**src/rtl/mem_arbiter_pkg.sv**
```systemverilog
// mem_arbiter_pkg: shared state encodings and defaults for the memory port arbiter
`ifndef MEM_ARBITER_PKG_SV
`define MEM_ARBITER_PKG_SV
package mem_arbiter_pkg;
    localparam logic [1:0] ARB_IDLE    = 2'd0;
    localparam logic [1:0] ARB_IF_BUSY = 2'd1;
    localparam logic [1:0] ARB_D_BUSY  = 2'd2;
    localparam logic [1:0] ARB_IF_DROP = 2'd3;
    localparam int IF_MAX_WAIT_DEF = 4;
    typedef enum logic [1:0] {
        S_IDLE    = ARB_IDLE,
        S_IF_BUSY = ARB_IF_BUSY,
        S_D_BUSY  = ARB_D_BUSY,
        S_IF_DROP = ARB_IF_DROP
    } arb_state_e;
endpackage
`endif

```
**src/rtl/mem_arbiter_wait_counter.sv**
```systemverilog
// arb_wait_counter: counts data grants a pending fetch has lost and flags when fetch must win
module arb_wait_counter
    import mem_arbiter_pkg::*;
#(
    parameter int IF_MAX_WAIT = IF_MAX_WAIT_DEF,
    parameter int WAIT_W      = 4
) (
    input  logic clk,
    input  logic rst_n,
    input  logic i_clr,
    input  logic i_inc,
    output logic o_force_if
);
    logic [WAIT_W-1:0] r_cnt;
    // saturating counter; clear has priority over increment
    always_ff @(posedge clk or negedge rst_n) begin
        if (!rst_n) r_cnt <= '0;
        else if (i_clr) r_cnt <= '0;
        else if (i_inc && r_cnt != '1) r_cnt <= r_cnt + WAIT_W'(1);
    end
    assign o_force_if = r_cnt >= WAIT_W'(IF_MAX_WAIT);
endmodule

```
**src/rtl/mem_arbiter.sv**
```systemverilog
// mem_arbiter: shares one memory port between fetch reads and MEM-stage data accesses
module mem_arbiter
    import mem_arbiter_pkg::*;
#(
    parameter int IF_MAX_WAIT = IF_MAX_WAIT_DEF,
    parameter int WAIT_W      = 4
) (
    input  logic        clk,
    input  logic        rst_n,
    input  logic        i_if_req,
    input  logic [15:0] i_if_addr,
    input  logic        i_if_flush,
    output logic [15:0] o_if_rdata,
    output logic        o_if_r,
    input  logic        i_d_req,
    input  logic [15:0] i_d_addr,
    input  logic        i_d_we_low,
    input  logic        i_d_we_high,
    input  logic [15:0] i_d_wdata,
    output logic [15:0] o_d_rdata,
    output logic        o_d_r,
    output logic [15:0] o_ram_addr,
    output logic        o_ram_en,
    output logic        o_ram_we_low,
    output logic        o_ram_we_high,
    output logic [15:0] o_ram_wdata,
    input  logic [15:0] i_ram_rdata,
    input  logic        i_ram_r
);
    arb_state_e  r_state, w_state;
    logic [15:0] r_if_rdata, w_if_rdata, r_d_rdata, w_d_rdata;
    logic [15:0] r_ram_addr, w_ram_addr, r_ram_wdata, w_ram_wdata;
    logic        r_if_r, w_if_r, r_d_r, w_d_r;
    logic        r_ram_en, w_ram_en, r_we_lo, w_we_lo, r_we_hi, w_we_hi;
    logic        w_idle, w_if_live, w_d_live, w_grant_d, w_grant_if, w_force_if, w_inc, w_clr;

    // a requester still showing its strobe has a stale req and is not eligible
    assign w_idle     = r_state == S_IDLE;
    assign w_if_live  = i_if_req & ~i_if_flush & ~r_if_r;
    assign w_d_live   = i_d_req & ~r_d_r;
    assign w_grant_d  = w_idle & w_d_live & ~(w_if_live & w_force_if);
    assign w_grant_if = w_idle & w_if_live & ~w_grant_d;
    assign w_inc      = w_idle & w_d_live & w_if_live & ~w_force_if;
    assign w_clr      = w_grant_if | ~i_if_req | i_if_flush;

    arb_wait_counter #(.IF_MAX_WAIT(IF_MAX_WAIT), .WAIT_W(WAIT_W)) u_wait (
        .clk        (clk),
        .rst_n      (rst_n),
        .i_clr      (w_clr),
        .i_inc      (w_inc),
        .o_force_if (w_force_if)
    );

    // next state and next registered outputs; strobes default low, everything else holds
    always_comb begin
        w_state     = r_state;
        w_if_r      = 1'b0;
        w_d_r       = 1'b0;
        w_if_rdata  = r_if_rdata;
        w_d_rdata   = r_d_rdata;
        w_ram_addr  = r_ram_addr;
        w_ram_en    = r_ram_en;
        w_we_lo     = r_we_lo;
        w_we_hi     = r_we_hi;
        w_ram_wdata = r_ram_wdata;
        case (r_state)
            S_IDLE: begin
                if (w_grant_d) begin
                    w_ram_addr  = i_d_addr;
                    w_ram_en    = 1'b1;
                    w_we_lo     = i_d_we_low;
                    w_we_hi     = i_d_we_high;
                    w_ram_wdata = i_d_wdata;
                    w_state     = S_D_BUSY;
                end else if (w_grant_if) begin
                    w_ram_addr = i_if_addr;
                    w_ram_en   = 1'b1;
                    w_we_lo    = 1'b0;
                    w_we_hi    = 1'b0;
                    w_state    = S_IF_BUSY;
                end
            end
            S_IF_BUSY: begin
                if (i_ram_r) begin
                    w_ram_en   = 1'b0;
                    w_state    = S_IDLE;
                    w_if_r     = ~i_if_flush;
                    w_if_rdata = i_if_flush ? r_if_rdata : i_ram_rdata;
                end else if (i_if_flush) begin
                    w_state = S_IF_DROP;
                end
            end
            S_IF_DROP: begin
                if (i_ram_r) begin
                    w_ram_en = 1'b0;
                    w_state  = S_IDLE;
                end
            end
            S_D_BUSY: begin
                if (i_ram_r) begin
                    w_ram_en  = 1'b0;
                    w_we_lo   = 1'b0;
                    w_we_hi   = 1'b0;
                    w_d_r     = 1'b1;
                    w_d_rdata = i_ram_rdata;
                    w_state   = S_IDLE;
                end
            end
            default: w_state = S_IDLE;
        endcase
    end

    // state and all outputs are registered
    always_ff @(posedge clk or negedge rst_n) begin
        if (!rst_n) begin
            r_state     <= S_IDLE;
            r_if_r      <= 1'b0;
            r_d_r       <= 1'b0;
            r_if_rdata  <= '0;
            r_d_rdata   <= '0;
            r_ram_addr  <= '0;
            r_ram_en    <= 1'b0;
            r_we_lo     <= 1'b0;
            r_we_hi     <= 1'b0;
            r_ram_wdata <= '0;
        end else begin
            r_state     <= w_state;
            r_if_r      <= w_if_r;
            r_d_r       <= w_d_r;
            r_if_rdata  <= w_if_rdata;
            r_d_rdata   <= w_d_rdata;
            r_ram_addr  <= w_ram_addr;
            r_ram_en    <= w_ram_en;
            r_we_lo     <= w_we_lo;
            r_we_hi     <= w_we_hi;
            r_ram_wdata <= w_ram_wdata;
        end
    end

    assign o_if_rdata    = r_if_rdata;
    assign o_if_r        = r_if_r;
    assign o_d_rdata     = r_d_rdata;
    assign o_d_r         = r_d_r;
    assign o_ram_addr    = r_ram_addr;
    assign o_ram_en      = r_ram_en;
    assign o_ram_we_low  = r_we_lo;
    assign o_ram_we_high = r_we_hi;
    assign o_ram_wdata   = r_ram_wdata;
endmodule

```
**config.mk**
```make
export PLATFORM = sky130hd
export DESIGN_NAME = mem_arbiter
export DESIGN_NICKNAME = d
export VERILOG_FILES = /design/src/rtl/mem_arbiter_pkg.sv /design/src/rtl/mem_arbiter_wait_counter.sv /design/src/rtl/mem_arbiter.sv
export SDC_FILE = /design/constraint.sdc
export NUM_CORES = 1
export LEC_CHECK = 0
export CAP_MARGIN = 20
export CORE_AREA = 2 2 86 88
export CTS_CLUSTER_SIZE = 8
export DETAILED_ROUTE_END_ITERATION = 6
export DIE_AREA = 0 0 88 90
export PLACE_DENSITY = 0.95
export SLEW_MARGIN = 20
export SYNTH_ARGS = -nofsm -noshare
export SYNTH_HDL_FRONTEND = slang
export SYNTH_HIERARCHICAL = 1
export SYNTH_SLANG_ARGS = --single-unit
```
**constraint.sdc**
```tcl
create_clock -name clk -period 3.5 [get_ports clk]
set_input_delay 0.7 -clock clk [delete_from_list [all_inputs] [get_ports clk]]
set_output_delay 0.7 -clock clk [all_outputs]
set_load 0.01 [all_outputs]
```
==> run summary <==
Worst Path Required -> 3690 ps
Synth Net Count -> 294
unique cell type count in the Yosys netlist -> 36
Async S/R FF share, synth -> 1.000
design area -> 4776 µm²
standard-cell rows -> 31
Hold Startpoint -> o_ram_addr[9]
routability congestion estimate -> 0.7304
DRT antenna net count -> 0
register bit total from synthesis -> 75
critical path class -> in2reg
mapped cell area -> 3083 µm²
Yosys warning count -> 6
global router's overall resource usage -> 0.2037
Slew Viols, Final -> 0
wirelength, routed -> 7627 µm
status -> completed
hold path cells -> 2
Root Buffer -> clkbuf_8
top post-synthesis cells by count -> 75 x dfrtp_1, 48 x mux2_2, 17 x mux2i_1
largest net degree at the start of global routing -> 76
post-synth top area cell -> dfrtp_1
I/O Buffers -> 140
Starting Density -> 0.4391
Sink Count -> 75
setup fix buffers added after clock tree synthesis -> 0
n_diodes -> 0
NumNets Final -> 441
Via Count -> 2299
Critical Path Source -> i_d_req
# IOs -> 141
post-synth top area share -> 0.6088
die width -> 88 µm
count leader, synth -> dfrtp_1
cell count after synthesis -> 221
critical path fanouts, max -> 13
Area growth syn-to-layout -> 54.91%
H-tree levels -> 3
initial antenna violation count -> 0
CTS tree -> done
Post-Route Setup TNS -> 0 ps
Syn Area/Cell -> 13.95 µm²
CP Capture Type -> flop
drc violations -> 0
final period utilization -> 0.7216
1st-iter DRT viols -> 77
leak pwr -> 0.002012 µW
final setup fails -> 0
maximum vdd drop -> 451.6 µV
first-pass GRT wire length -> 12230 µm
Via density -> 4.871
worst slew pin tran -> 969.5 ps
Post-synth top flop -> dfrtp_1
worst reg2reg setup slack -> 1280 ps
synth top area cells -> dfrtp_1 61%, mux2_2 18%, mux2i_1 5.5%, o21ai_1 2.6%, nand2_1 1.9%
Cell Pwr Density -> 829.0 nW/µm²
DP HPWL -> 5591 µm
Reg area -> 1877 µm²
Clock Tree Buf Depth -> 2
vias in the first global route -> 2512
Die Footprint -> 7920 µm²
area of placed instances -> 4582 µm²
combinational family with the most area after synthesis -> multiplexers
Final Hold Viols -> 0
Startpoint Class -> input pin
Slew headroom -> 0.3536
area of the multi-input gates -> 1126 µm²
Data arrival, critical path -> 2720 ps
share of layout cells above drive strength 1 -> 0.2091
Compound-Gate Fraction of Synth Area -> 0.05641
min-delay worst type -> reg2reg
# hold bufs at CTS -> 0
Reg clk slew, reported paths -> 80 ps
Post-Synth XOR/XNOR Area -> 0
clock skew -> 4.878 ps
unrepaired setup endpoints after global routing -> no
routed len/inst -> 16.16 µm
drt pass-1 iters -> 4
sequential share of the synthesized area -> 0.6088
max capacitance violation total -> 0
simple-gate share of the synthesized area -> 0.06940
final worst path period need -> 2526 ps
Fill cells -> 519
clock buffer count from CTS -> 9
Synth Area in Adders -> 0.004058
CTS-repair resized insts -> 0
Post-synth EDFFs -> 0
grt total ovfl -> 0
mux share of post-synthesis cell area -> 0.2354
Register-to-Register Path Depth -> 5
Core Region -> 7020 µm²
worst skew pair latency -> 340 ps
r2r startpoint -> r_state[1]
Max Clk Rate -> 396.0 MHz
Die Ht -> 90 µm
worst paths after layout:
check	to
max	o_ram_addr[4]
min	o_ram_addr[9]
max reg2reg	o_ram_addr[4]
min reg2reg	o_ram_addr[9]
max in group asynchronous	o_d_rdata[11]
min in group asynchronous	u_wait/r_cnt[3]
state kept, by name, summed over array words and instances, names as in the netlist, 2 cells and up:
signal and count:
o_d_rdata 16, o_if_rdata 16, o_ram_addr 16, o_ram_wdata 16
r_state 2, u_wait/r_cnt 4
cells by family (layout without fill, tap and decap cells):
kind of cell	Yosys count	count (layout)
AOI/OAI and AO/OA	28	28
buffers and inverters	14	166
DFF	75	75
muxes	66	66
adders and majority gates	1	1
and+or+nand+nor	37	37
per-layer routing:
layer | GRT usage | routed length, µm | share of wire
met1 | 0.2163 | 2735 | 0.36
met2 | 0.3611 | 4119 | 0.54
met3 | 0.08081 | 611 | 0.080
met4 | 0.06667 | 161 | 0.021
met5 | 0 | 0 | 0
report_power, final:
group	leakage (µW)	total [µW]	switching, µW	internal [µW]
clock	0.0000991	656	311	345
sequential	0.000917	1490	217	1270
combinational	0.000996	1810	705	1110
worst max-delay path: stages:
cell             delay, ps
clkdlybuf4s50_1        450
or4b_4                 500
a21oi_4                390
buf_4                  340
mux2i_1                250
o21ai_1                 80
layout make-up:
| cell class | count | area share |
|---|---|---|
| Clock inverter | 5 | 0.01100 |
| Timing Repair Buffer | 145 | 0.3008 |
| Multi-Input combinational cell | 132 | 0.2358 |
| Clock buffer | 11 | 0.02960 |
| Inverter | 5 | 0.003930 |
| Tap cell | 99 | 0.02594 |
| Sequential cell | 75 | 0.3930 |
through the flow:
stage                     hold WS (ps)  utilization  worst slack [ps]  power [µW]  cells
after global routing             517.1       0.6803             872.3        4215    472
final                            486.6       0.6803             974.5        3959    472
after global placement           466.1       0.6526             691.6        3261    456
after CTS                        494.3       0.6803             973.6        4015    472
after detailed placement         477.2       0.6526             619.0        3336    456
after floorplan                  404.4            -              1043        2300    221
placed cells by master, fill, tap and decap left out, types with 2 or more instances in the layout:
cell             count
a21oi_1              3
a32o_1               2
buf_4                6
clkbuf_8            10
clkdlybuf4s50_1    139
clkinv_2             3
dfrtp_1             75
inv_1                5
mux2_2              48
mux2i_1             17
nand2_1             16
nand2b_1             2
nor2_1               2
nor2b_1              2
nor3_1               2
o21ai_0              2
o21ai_1             16
or2_2                2
Note: power is estimated with default switching activity, not from simulation.
